--- src/rtl/wb_stage.sv ---
// rtl/wb_stage.sv - registered RISC-V writeback stage: result select, load extract, retire count
// Define WB_LOAD_EXT_EN to align and extend sub-word loads here; otherwise loads pass through raw.
module wb_stage #(
  parameter int XLEN      = 32,
  parameter int REGADDR_W = 5,
  parameter int CNT_W     = 32
) (
  input  logic                 clk,
  input  logic                 rst,
  input  logic                 stall,
  input  logic                 flush,
  input  logic                 valid_in,
  input  logic [XLEN-1:0]      ALUResult,
  input  logic [XLEN-1:0]      ReadData,
  input  logic [XLEN-1:0]      PC_Plus_4,
  input  logic [XLEN-1:0]      PC_Target,
  input  logic [1:0]           ResultSrc,
  input  logic [2:0]           funct3_in,
  input  logic                 RegWrite_in,
  input  logic [REGADDR_W-1:0] Rd_in,
  output logic [XLEN-1:0]      Result,
  output logic                 RegWrite_out,
  output logic [REGADDR_W-1:0] Rd_out,
  output logic                 valid_out,
  output logic [CNT_W-1:0]     retire_count
);

  logic [XLEN-1:0]      load_val;
  logic [XLEN-1:0]      result_d;
  logic [XLEN-1:0]      result_q;
  logic [REGADDR_W-1:0] rd_q;
  logic                 regwrite_d;
  logic                 regwrite_q;
  logic                 valid_q;
  logic [CNT_W-1:0]     retire_q;

`ifdef WB_LOAD_EXT_EN
  logic [2:0]  off;
  logic [7:0]  ld_b;
  logic [15:0] ld_h;
  logic [31:0] ld_w;

  // Bit [2] of the offset only selects a word lane on 64-bit datapaths.
  always_comb begin
    off  = {(XLEN == 64) ? ALUResult[2] : 1'b0, ALUResult[1:0]};
    ld_b = 8'(ReadData >> {off, 3'b000});
    ld_h = 16'(ReadData >> {off[2:1], 4'b0000});
    ld_w = 32'(ReadData >> {off[2], 5'b00000});
    case (funct3_in)
      3'b000:  load_val = XLEN'($signed(ld_b));
      3'b100:  load_val = XLEN'(ld_b);
      3'b001:  load_val = XLEN'($signed(ld_h));
      3'b101:  load_val = XLEN'(ld_h);
      3'b010:  load_val = XLEN'($signed(ld_w));
      3'b110:  load_val = XLEN'(ld_w);
      default: load_val = ReadData;
    endcase
  end
`else
  logic unused_funct3;

  assign unused_funct3 = ^funct3_in;
  assign load_val      = ReadData;
`endif

  always_comb begin
    case (ResultSrc)
      2'b00:   result_d = ALUResult;
      2'b01:   result_d = load_val;
      2'b10:   result_d = PC_Plus_4;
      default: result_d = PC_Target;
    endcase
  end

  assign regwrite_d = RegWrite_in & valid_in & (Rd_in != '0);

  always_ff @(posedge clk) begin
    if (rst) begin
      result_q   <= '0;
      rd_q       <= '0;
      regwrite_q <= 1'b0;
      valid_q    <= 1'b0;
      retire_q   <= '0;
    end else if (flush) begin
      result_q   <= '0;
      rd_q       <= '0;
      regwrite_q <= 1'b0;
      valid_q    <= 1'b0;
    end else if (!stall) begin
      result_q   <= result_d;
      rd_q       <= Rd_in;
      regwrite_q <= regwrite_d;
      valid_q    <= valid_in;
      if (valid_in) begin
        retire_q <= retire_q + CNT_W'(1);
      end
    end
  end

  // A held instruction must not write the register file again while stalled.
  assign RegWrite_out = regwrite_q & ~stall;
  assign Result       = result_q;
  assign Rd_out       = rd_q;
  assign valid_out    = valid_q;
  assign retire_count = retire_q;

endmodule

--- config.mk ---
export PLATFORM = sky130hd
export DESIGN_NAME = wb_stage
export DESIGN_NICKNAME = d
export VERILOG_FILES = /design/src/rtl/wb_stage.sv
export SDC_FILE = /design/constraint.sdc
export NUM_CORES = 1
export LEC_CHECK = 0
export CAP_MARGIN = 20
export CORE_MARGIN = 2
export CORE_UTILIZATION = 39
export CTS_BUF_LIST = sky130_fd_sc_hd__clkbuf_8
export CTS_CLUSTER_DIAMETER = 80
export DETAILED_ROUTE_END_ITERATION = 10
export GPL_ROUTABILITY_DRIVEN = 1
export HOLD_SLACK_MARGIN = 0.02
export PLACE_DENSITY_LB_ADDON = 0.15
export SLEW_MARGIN = 40
export SYNTH_ARGS = -nofsm -noshare
export SYNTH_HDL_FRONTEND = slang
export SYNTH_SLANG_ARGS = --single-unit
--- constraint.sdc ---
create_clock -name clk -period 1.89 [get_ports clk]
set_input_delay 0.189 -clock clk [delete_from_list [all_inputs] [get_ports clk]]
set_output_delay 0.189 -clock clk [all_outputs]
set_load 0.1 [all_outputs]
==> flow_metrics.env, run 1 <==
export IMPL_outcome="completed"
export IMPL_nets=704
export IMPL_holdPathStages=2
export IMPL_finalPower_w=0.00370
export IMPL_netlist_area_um2=3710
export IMPL_post_drt_via_cell_ratio=5.17
export IMPL_die_x_um=102
export IMPL_grt_overflow=0
export IMPL_period_minus_slack_ps=1790
export IMPL_worst_setup_path_start_kind="flip-flop"
export IMPL_insertion_delay_ps=330
export IMPL_rr_startpoint="retire_count[0]"
export IMPL_grt_setup_unrepaired="no"
export IMPL_finalHoldViolations=0
export IMPL_ys_top_cells_by_count="dfxtp_1, nor2_1, mux2i_1"
export IMPL_cts_clk_slew_worst_paths_ps=70
export IMPL_r2r_slack_ps=100
export IMPL_setup_ws_ps=97.7
export IMPL_synth_nets=496
export IMPL_clock_skew_ps=7.77
export IMPL_dp_slack_ps=-94.8
export IMPL_gp_congestion=0.810
export IMPL_drt_first_pass_iters=4
export IMPL_fmax_ghz=0.558
export IMPL_min_period_over_period_pct=94.8
export IMPL_critPathBufInv=1
export IMPL_final_antenna_net_count=0
export IMPL_grt_pass1_vias=3795
export IMPL_ys_seq_area_share_pct=38.3
export IMPL_die_area_um2=10300
export IMPL_crit_slowest_cell="or4_1"
export IMPL_ys_top_cells_by_area="dfxtp_1, mux4_2, mux2i_1, nor2_1, a21oi_1"
export IMPL_numCtsBuffers=9
export IMPL_min_delay_start="regwrite_q"
export IMPL_ys_ff_latch=71
export IMPL_ctsHoldBuffers=0
export IMPL_wl_mm=11.3
export IMPL_crit_arrival_ps=2060
export IMPL_vias=3590
export IMPL_root_buffer="clkbuf_8"
export IMPL_hold_ws_ps=464
export IMPL_grt_max_degree=42
export IMPL_avgSynthCellArea_um2=10.6
export IMPL_worstRegToRegCells=6
export IMPL_synth_top_cell_area_share_pct=38.3
export IMPL_syn_inst=351
export IMPL_crit_family="simple AND/OR/NAND/NOR gates"
export IMPL_slowest_delay_ps=540
export IMPL_stdcell_area_um2=6130
export IMPL_clock_sinks=71
export IMPL_ys_flop_type="dfxtp_1"
export IMPL_cts_max_level=3
export IMPL_vdd_drop_max_uv=442
export IMPL_drtIter0Drc=72
export IMPL_path_max_fanout=11
export IMPL_r2r_end="retire_count[26]"
export IMPL_timing_final_setup_violations=0
export IMPL_powerDensity_nw_per_um2=603
export IMPL_max_cap_violations=0
export IMPL_cts_setup_buffers=0
export IMPL_max_slew_margin_pct=56.0
export IMPL_start_util_pct=40.2
export IMPL_place_area_um2=5910
export IMPL_cp_end_kind="flip-flop"
export IMPL_dp_hpwl_mm=8.95
export IMPL_yosysTopAreaCell="dfxtp_1"
export IMPL_synth_edf_count=0
export IMPL_grt_total_usage_pct=22.7
export IMPL_worstHoldEndpoint="regwrite_q"
export IMPL_timing_worst_slew_pin_value_ps=660
export IMPL_ys_warn_count=0
export IMPL_wl_per_cell_um=16.2
export IMPL_hold_class="flip-flop to flip-flop"
export IMPL_synth_cell_types=32
export IMPL_final_max_slew_viol_count=0
export IMPL_io_buffer_count=211
export IMPL_die_height_um=102
export IMPL_drc_errors=0
export IMPL_io_pins=215
export IMPL_synth_most_common_cell="dfxtp_1"
export IMPL_nFillCells=781
export IMPL_worstPathRequired_ps=2160
export IMPL_grt_pass1_wl_mm=18.1
export IMPL_drive_gt1_share_pct=30.9
export IMPL_power_leakage_nw=2.43
export IMPL_syn_to_final_growth_pct=64.9
export IMPL_core_um2=9240
export IMPL_antenna_found_initial=1
export IMPL_row_count=35
export IMPL_critical_path_class="flip-flop to flip-flop"
export IMPL_synthArstFlopShare_pct=0
export IMPL_cts_buffer_depth=2
export IMPL_cts_tree="built"
export IMPL_path_cells="ha_4 -> and3_2 -> nand4_1 -> buf_4 -> or4_1 -> a21oi_2"
flip-flops by register name, summed over array words and instances (netlist names):
signal / cells
Rd_out: 5
Result: 32
regwrite_q: 1
retire_count: 32
valid_out: 1
cells in the final DEF, fill, tap and decap left out, types with 12 or more instances in the layout:
cell type	count
dfxtp_4	19
mux4_2	32
a21oi_1	21
or4_1	12
dfxtp_1	41
buf_4	82
mux2i_1	38
clkdlybuf4s50_1	138
nor2_1	50
repair_timing:
| item | 4_1_cts | 5_1_grt |
|---|---|---|
| gates resized for setup | 0 | 2 |
| setup endpoints to repair | 0 | 2 |
| hold endpoints to repair | 0 | 0 |
how the worst max path moves through the flow:
stage | startpoint | endpoint | slack [ps] | cells after the start
final | retire_count[0] | retire_count[26] | 100 | 6
after global routing | retire_count[0] | retire_count[26] | 10 | 6
after CTS | retire_count[0] | retire_count[26] | 90 | 6
after detailed placement | flush | retire_count[26] | -90 | 7
after global placement | valid_in | retire_count[26] | -70 | 7
after floorplan | retire_count[0] | retire_count[22] | 10 | 6
stage by stage:
stage,util [%],std cells,setup TNS (ps)
floorplan,-,351,0
CTS,66.2,693,0
finish,66.3,694,0
global placement,64.0,677,-232
detailed placement,64.0,677,-1080
global route,66.3,694,0
cells by family after synthesis:
| logic type | count (synthesis) | share of synthesized area, % |
|---|---|---|
| fa+ha+maj | 1 | 0.337 |
| compound gates | 43 | 6.60 |
| xor+xnor | 9 | 2.12 |
| mux | 72 | 30.2 |
| flops | 71 | 38.3 |
| buf+inv | 33 | 4.51 |
| simple gates | 122 | 17.9 |
cell type report:
cell class / count / area, um2 / share of cell area, %
clock buffers: 9 / 124 / 2.02
diodes: 1 / 2.50 / 0.0408
inverters: 4 / 15.0 / 0.245
repair buffers: 226 / 2090 / 34.1
well taps: 129 / 161 / 2.63
multi-input cells: 247 / 2150 / 35.1
clock inverters: 7 / 81.3 / 1.33
flip-flops and latches: 71 / 1510 / 24.6
where the power goes:
part / internal, W / total (W) / switching (W)
clock: 0.000725 / 0.00127 / 0.000545
combinational: 0.000465 / 0.000902 / 0.000436
sequential: 0.00150 / 0.00152 / 0.0000208
tightest hold or removal path: cells and delay by family (launching register included):
family | cells | cell delay (ps)
simple gates | 1 | 60
compound gates | 1 | 50
flops | 1 | 310
layer usage:
layer | vias to the layer above | global-route usage (%) | share of wire, %
li1 | 1726 | - | -
met5 | - | 0 | 0
met1 | 1715 | 25.6 | 38
met3 | 16 | 5.18 | 6.6
met4 | 0 | 9.25 | 2.0
met2 | 133 | 41.0 | 53
(Power assumes the default switching activity.)
==> run 2: changes to the inputs <==
--- a/config.mk
+++ b/config.mk
@@ -7,10 +7,11 @@
 export LEC_CHECK = 0
 export CAP_MARGIN = 20
 export CORE_MARGIN = 2
-export CORE_UTILIZATION = 39
+export CORE_UTILIZATION = 60
 export CTS_BUF_LIST = sky130_fd_sc_hd__clkbuf_8
 export CTS_CLUSTER_DIAMETER = 80
 export DETAILED_ROUTE_END_ITERATION = 10
+export DONT_BUFFER_PORTS = 1
 export GPL_ROUTABILITY_DRIVEN = 1
 export HOLD_SLACK_MARGIN = 0.02
 export PLACE_DENSITY_LB_ADDON = 0.15
==> run 2 against run 1 <==
Net effect:
- die area is 34% lower
- clock skew grew 3.7 ps
- setup slack lost 43 ps
- count of clock-buffer cells in the layout unchanged
- sequential power is essentially flat
- hold slack worse by 420 ps
- power shrank 6.5%
- first-iteration DRC count grew to 2.7 times the previous value
- utilization is 12 points higher
- critical path type unchanged
==> flow_metrics.env, run 2 (same netlist as run 1, synthesis figures left out) <==
export IMPL_io_pins=215
export IMPL_power_leakage_nw=1.86
export IMPL_nets=566
export IMPL_outcome="completed"
export IMPL_path_max_fanout=14
export IMPL_cts_clk_slew_worst_paths_ps=80
export IMPL_numCtsBuffers=9
export IMPL_multi_input_area_um2=2140
export IMPL_switchingPower_w=0.000991
export IMPL_cts_setup_buffers=0
export IMPL_setup_tns_ps=0
export IMPL_rr_startpoint="retire_count[0]"
export IMPL_grt_overflow=0
export IMPL_insertion_delay_ps=350
export IMPL_gp_congestion=0.935
export IMPL_die_height_um=82.7
export IMPL_grt_max_degree=40
export IMPL_power_frac_comb_pct=17.0
export IMPL_max_slew_margin_pct=50.1
export IMPL_path_cells="ha_4 -> and3_1 -> nand4_1 -> buf_4 -> or4_1 -> a21oi_1"
export IMPL_r2r_slack_ps=50
export IMPL_layout_commonest_cell="buf_4"
export IMPL_final_max_slew_viol_count=0
export IMPL_r2r_end="retire_count[30]"
export IMPL_slowest_delay_ps=480
export IMPL_pwr_share_seq_pct=43.9
export IMPL_cts_resized=0
export IMPL_timing_final_setup_violations=0
export IMPL_start_util_pct=62.4
export IMPL_clock_sinks=71
export IMPL_period_minus_slack_ps=1840
export IMPL_root_buffer="clkbuf_8"
export IMPL_drc_errors=0
export IMPL_critical_path_class="flip-flop to flip-flop"
export IMPL_cp_end_kind="flip-flop"
export IMPL_placedCellCount=475
export IMPL_clock_skew_ps=11.5
export IMPL_final_antenna_net_count=0
export IMPL_vias=3202
export IMPL_crit_arrival_ps=2100
export IMPL_grt_total_usage_pct=31.4
export IMPL_dp_hpwl_mm=7.72
export IMPL_pwr_share_clk_pct=39.1
export IMPL_antenna_found_initial=0
export IMPL_powerDensity_nw_per_um2=743
export IMPL_row_count=28
export IMPL_cts_tree="built"
export IMPL_worstRegToRegCells=6
export IMPL_syn_to_final_growth_pct=25.3
export IMPL_die_area_um2=6840
export IMPL_min_period_over_period_pct=97.1
export IMPL_hold_class="input port to flip-flop"
export IMPL_grt_setup_unrepaired="no"
export IMPL_worst_setup_path_start_kind="flip-flop"
export IMPL_core_um2=5960
export IMPL_max_cap_violations=0
export IMPL_worstPathRequired_ps=2160
export IMPL_wl_per_cell_um=21.6
export IMPL_vdd_drop_max_uv=585
export IMPL_ff_latch_area_um2=1510
export IMPL_finalHoldViolations=0
export IMPL_swShare_pct=28.7
export IMPL_wl_mm=10.8
export IMPL_drtIter0Drc=195
export IMPL_post_drt_via_cell_ratio=6.39
export IMPL_ctsHoldBuffers=9
export IMPL_timing_worst_slew_pin_value_ps=749
export IMPL_grt_pass1_wl_mm=15.8
export IMPL_drive_gt1_share_pct=39.2
export IMPL_nFillCells=373
export IMPL_setup_worst_path_start="retire_count[0]"
export IMPL_crit_slowest_cell="or4_1"
export IMPL_die_x_um=82.7
export IMPL_layout_common_cells="buf_4, nor2_1, dfxtp_1"
export IMPL_worstHoldEndpoint="Rd_out[1]"
export IMPL_cts_max_level=3
export IMPL_io_buffer_count=0
export IMPL_grt_pass1_vias=3145
export IMPL_cts_buffer_depth=2
export IMPL_diodes=0
export IMPL_fmax_ghz=0.545
export IMPL_p_int_w=0.00246
export IMPL_final_cells=501
export IMPL_holdPathStages=2
export IMPL_min_delay_start="Rd_in[1]"
export IMPL_drt_first_pass_iters=5
run 2: cell types whose count changed in the layout (fill, tap and decap cells not counted), moves of 2 or more:
| cell | delta |
|---|---|
| buf_12 | -4 |
| buf_4 | -4 |
| clkdlybuf4s50_1 | -138 |
| clkinv_4 | +2 |
| clkinvlp_4 | +2 |
| dlygate4sd3_1 | +8 |
| inv_1 | -3 |
run 2: final cells by class:
cell class | count | share of cell area [%]
Clock buffer | 9 | 2.66
Clock inverter | 7 | 2.10
Inverter | 4 | 0.323
Multi-Input combinational cell | 247 | 46.0
Sequential cell | 71 | 32.4
Tap cell | 75 | 2.02
Timing Repair Buffer | 88 | 14.5
run 2: stage by stage:
step | total power (W) | hold WS (ps) | worst slack, ps | utilization (%) | area [um2]
2_1_floorplan | 0.00206 | 333 | 14.6 | - | 3810
3_3_place_gp | 0.00208 | 253 | 178 | 72.9 | 4340
3_5_place_dp | 0.00209 | 254 | 103 | 72.9 | 4340
4_1_cts | 0.00346 | 21.9 | 58.4 | 78.1 | 4650
5_1_grt | 0.00355 | 31.4 | 0.240 | 78.1 | 4650
6_report | 0.00346 | 41.7 | 54.9 | 78.1 | 4650
run 2: worst max path at each step:
stage	end	cells past startpoint	slack, ps
after CTS	retire_count[30]	6	60
after global placement	retire_count[26]	6	180
after detailed placement	retire_count[30]	6	100
after global routing	retire_count[30]	6	0.2
final	retire_count[30]	6	50
after floorplan	retire_count[22]	6	10
run 2: power groups by stage:
stage	registers, W	clock network [W]	logic, W
2_1_floorplan	0.00179	0	0.000271
3_3_place_gp	0.00155	0	0.000529
3_5_place_dp	0.00155	0	0.000538
4_1_cts	0.00152	0.00136	0.000584
5_1_grt	0.00152	0.00142	0.000607
6_report	0.00152	0.00135	0.000588
run 2: routing by layer:
metal	part of all wire (%)	vias up	GRT usage (%)	wire (um)
li1	-	1458	-	-
met1	38	1568	37.0	4110
met2	53	161	57.3	5780
met3	7.1	15	6.30	769
met4	1.5	0	9.84	165
met5	0	-	0	0
run 2: worst max-delay path, delay by kind of cell, from the launching register on:
| family | cells | cell delay [ps] |
|---|---|---|
| AOI/OAI and AO/OA | 1 | 180 |
| buffers and inverters | 1 | 230 |
| DFF | 1 | 370 |
| and+or+nand+nor | 3 | 850 |
| adders and majority gates | 1 | 130 |
==> run 3: changes to the inputs <==
--- a/config.mk
+++ b/config.mk
@@ -15,7 +15,6 @@
 export GPL_ROUTABILITY_DRIVEN = 1
 export HOLD_SLACK_MARGIN = 0.02
 export PLACE_DENSITY_LB_ADDON = 0.15
-export SLEW_MARGIN = 40
 export SYNTH_ARGS = -nofsm -noshare
 export SYNTH_HDL_FRONTEND = slang
 export SYNTH_SLANG_ARGS = --single-unit
==> run 3 against run 2 <==
Net effect:
- clock power hardly changed
- sequential cell count stayed put
- sequential share of layout area is 0.27 points lower
- register-to-register slack better by 30 ps
- largest cell class unchanged
- highest routed layer unchanged
==> flow_metrics.env, run 3 (same netlist as run 1, synthesis figures left out) <==
export IMPL_vdd_drop_max_uv=581
export IMPL_grt_pass1_vias=3145
export IMPL_stdcell_area_um2=4690
export IMPL_timing_worst_slew_pin_value_ps=1140
export IMPL_critical_path_class="flip-flop to flip-flop"
export IMPL_io_pins=215
export IMPL_cts_setup_buffers=0
export IMPL_clock_sinks=71
export IMPL_numCtsBuffers=9
export IMPL_cts_tree="built"
export IMPL_grt_setup_unrepaired="no"
export IMPL_drc_errors=0
export IMPL_grt_total_usage_pct=31.4
export IMPL_dp_hpwl_mm=7.72
export IMPL_power_leakage_nw=1.87
export IMPL_finalHoldViolations=0
export IMPL_root_buffer="clkbuf_8"
export IMPL_cts_buffer_depth=2
export IMPL_max_cap_violations=0
export IMPL_path_cells="ha_4 -> and3_1 -> nand4_1 -> buf_6 -> or4_1 -> a21oi_1"
export IMPL_cts_clk_slew_worst_paths_ps=80
export IMPL_layout_commonest_cell="buf_4"
export IMPL_place_area_um2=4340
export IMPL_io_buffer_count=0
export IMPL_cp_end_kind="flip-flop"
export IMPL_final_cells=502
export IMPL_period_minus_slack_ps=1800
export IMPL_slowest_delay_ps=470
export IMPL_worst_setup_path_start_kind="flip-flop"
export IMPL_wl_mm=11.0
export IMPL_start_util_pct=62.4
export IMPL_clock_skew_ps=9.67
export IMPL_die_x_um=82.7
export IMPL_crit_arrival_ps=2070
export IMPL_hold_class="input port to flip-flop"
export IMPL_powerDensity_nw_per_um2=739
export IMPL_die_area_um2=6840
export IMPL_grt_pass1_wl_mm=15.8
export IMPL_grt_overflow=0
export IMPL_core_um2=5960
export IMPL_crit_slowest_cell="or4_1"
export IMPL_drtIter0Drc=183
export IMPL_vias=3212
export IMPL_cts_max_level=3
export IMPL_syn_to_final_growth_pct=26.3
export IMPL_insertion_delay_ps=350
export IMPL_timing_final_setup_violations=0
export IMPL_path_max_fanout=14
export IMPL_max_slew_margin_pct=23.7
export IMPL_layout_common_cells="buf_4, nor2_1, dfxtp_1"
export IMPL_final_antenna_net_count=0
export IMPL_outcome="completed"
export IMPL_fmax_ghz=0.554
export IMPL_grt_max_degree=40
export IMPL_min_period_over_period_pct=95.4
export IMPL_drive_gt1_share_pct=38.9
export IMPL_nets=567
export IMPL_die_height_um=82.7
export IMPL_placedCellCount=475
export IMPL_gp_congestion=0.935
export IMPL_wl_per_cell_um=22.0
export IMPL_final_max_slew_viol_count=0
export IMPL_setup_tns_ps=0
export IMPL_antenna_found_initial=0
export IMPL_row_count=28
export IMPL_diodes=0
export IMPL_drt_first_pass_iters=5
export IMPL_worstPathRequired_ps=2160
export IMPL_post_drt_via_cell_ratio=6.40
[run 3: final timing paths]
path | startpoint | to | slack [ps] | depth (start not counted)
setup / recovery | retire_count[0] | retire_count[30] | 90 | 6
hold / removal | Rd_in[1] | Rd_out[1] | 50 | 2
setup reg to reg | retire_count[0] | retire_count[30] | 90 | 6
hold reg to reg | regwrite_q | regwrite_q | 480 | 2
[run 3: layout make-up]
cell class                 count  area (um2)
multi-input combinational    247        2140
sequential                    71        1510
fill                         368        1260
timing repair buffer          89         714
clock buffer                   9         124
clock inverter                 7        97.6
tap                           75        93.8
inverter                       4        15.0
[run 3: per-layer routing]
metal  vias up  share of wire [%]  track usage [%]
met5         -                  0                0
met3        17                6.9             6.30
met4         0                1.8             9.84
met2       155                 53             57.3
met1      1581                 38             37.0
li1       1459                  -                -
[run 3: stage by stage]
stage               worst slack, ps  hold WS [ps]  power (W)  utilization (%)
finish                         86.3          45.2    0.00347             78.8
global route                   3.93          31.9    0.00356             78.8
CTS                            58.4          21.9    0.00346             78.1
detailed placement              103           254    0.00209             72.9
global placement                178           253    0.00208             72.9
floorplan                      14.6           333    0.00206                -
[run 3: power by group]
group          internal [W]  total, W  switching [W]
logic              0.000225  0.000598       0.000372
registers           0.00150   0.00152      0.0000146
clock network      0.000744   0.00135       0.000607
[run 3: repair_timing]
action,4_1_cts,5_1_grt
gates resized for setup,0,1
hold endpoints to repair,51,1
hold buffers,9,1
endpoints found under the setup margin,0,1
[run 3: critical path, delay by kind of cell, from the launching register on]
family          cells  cell delay (ps)
compound gates      1              180
buf+inv             1              200
simple gates        3              850
fa+ha+maj           1              130
flops               1              370
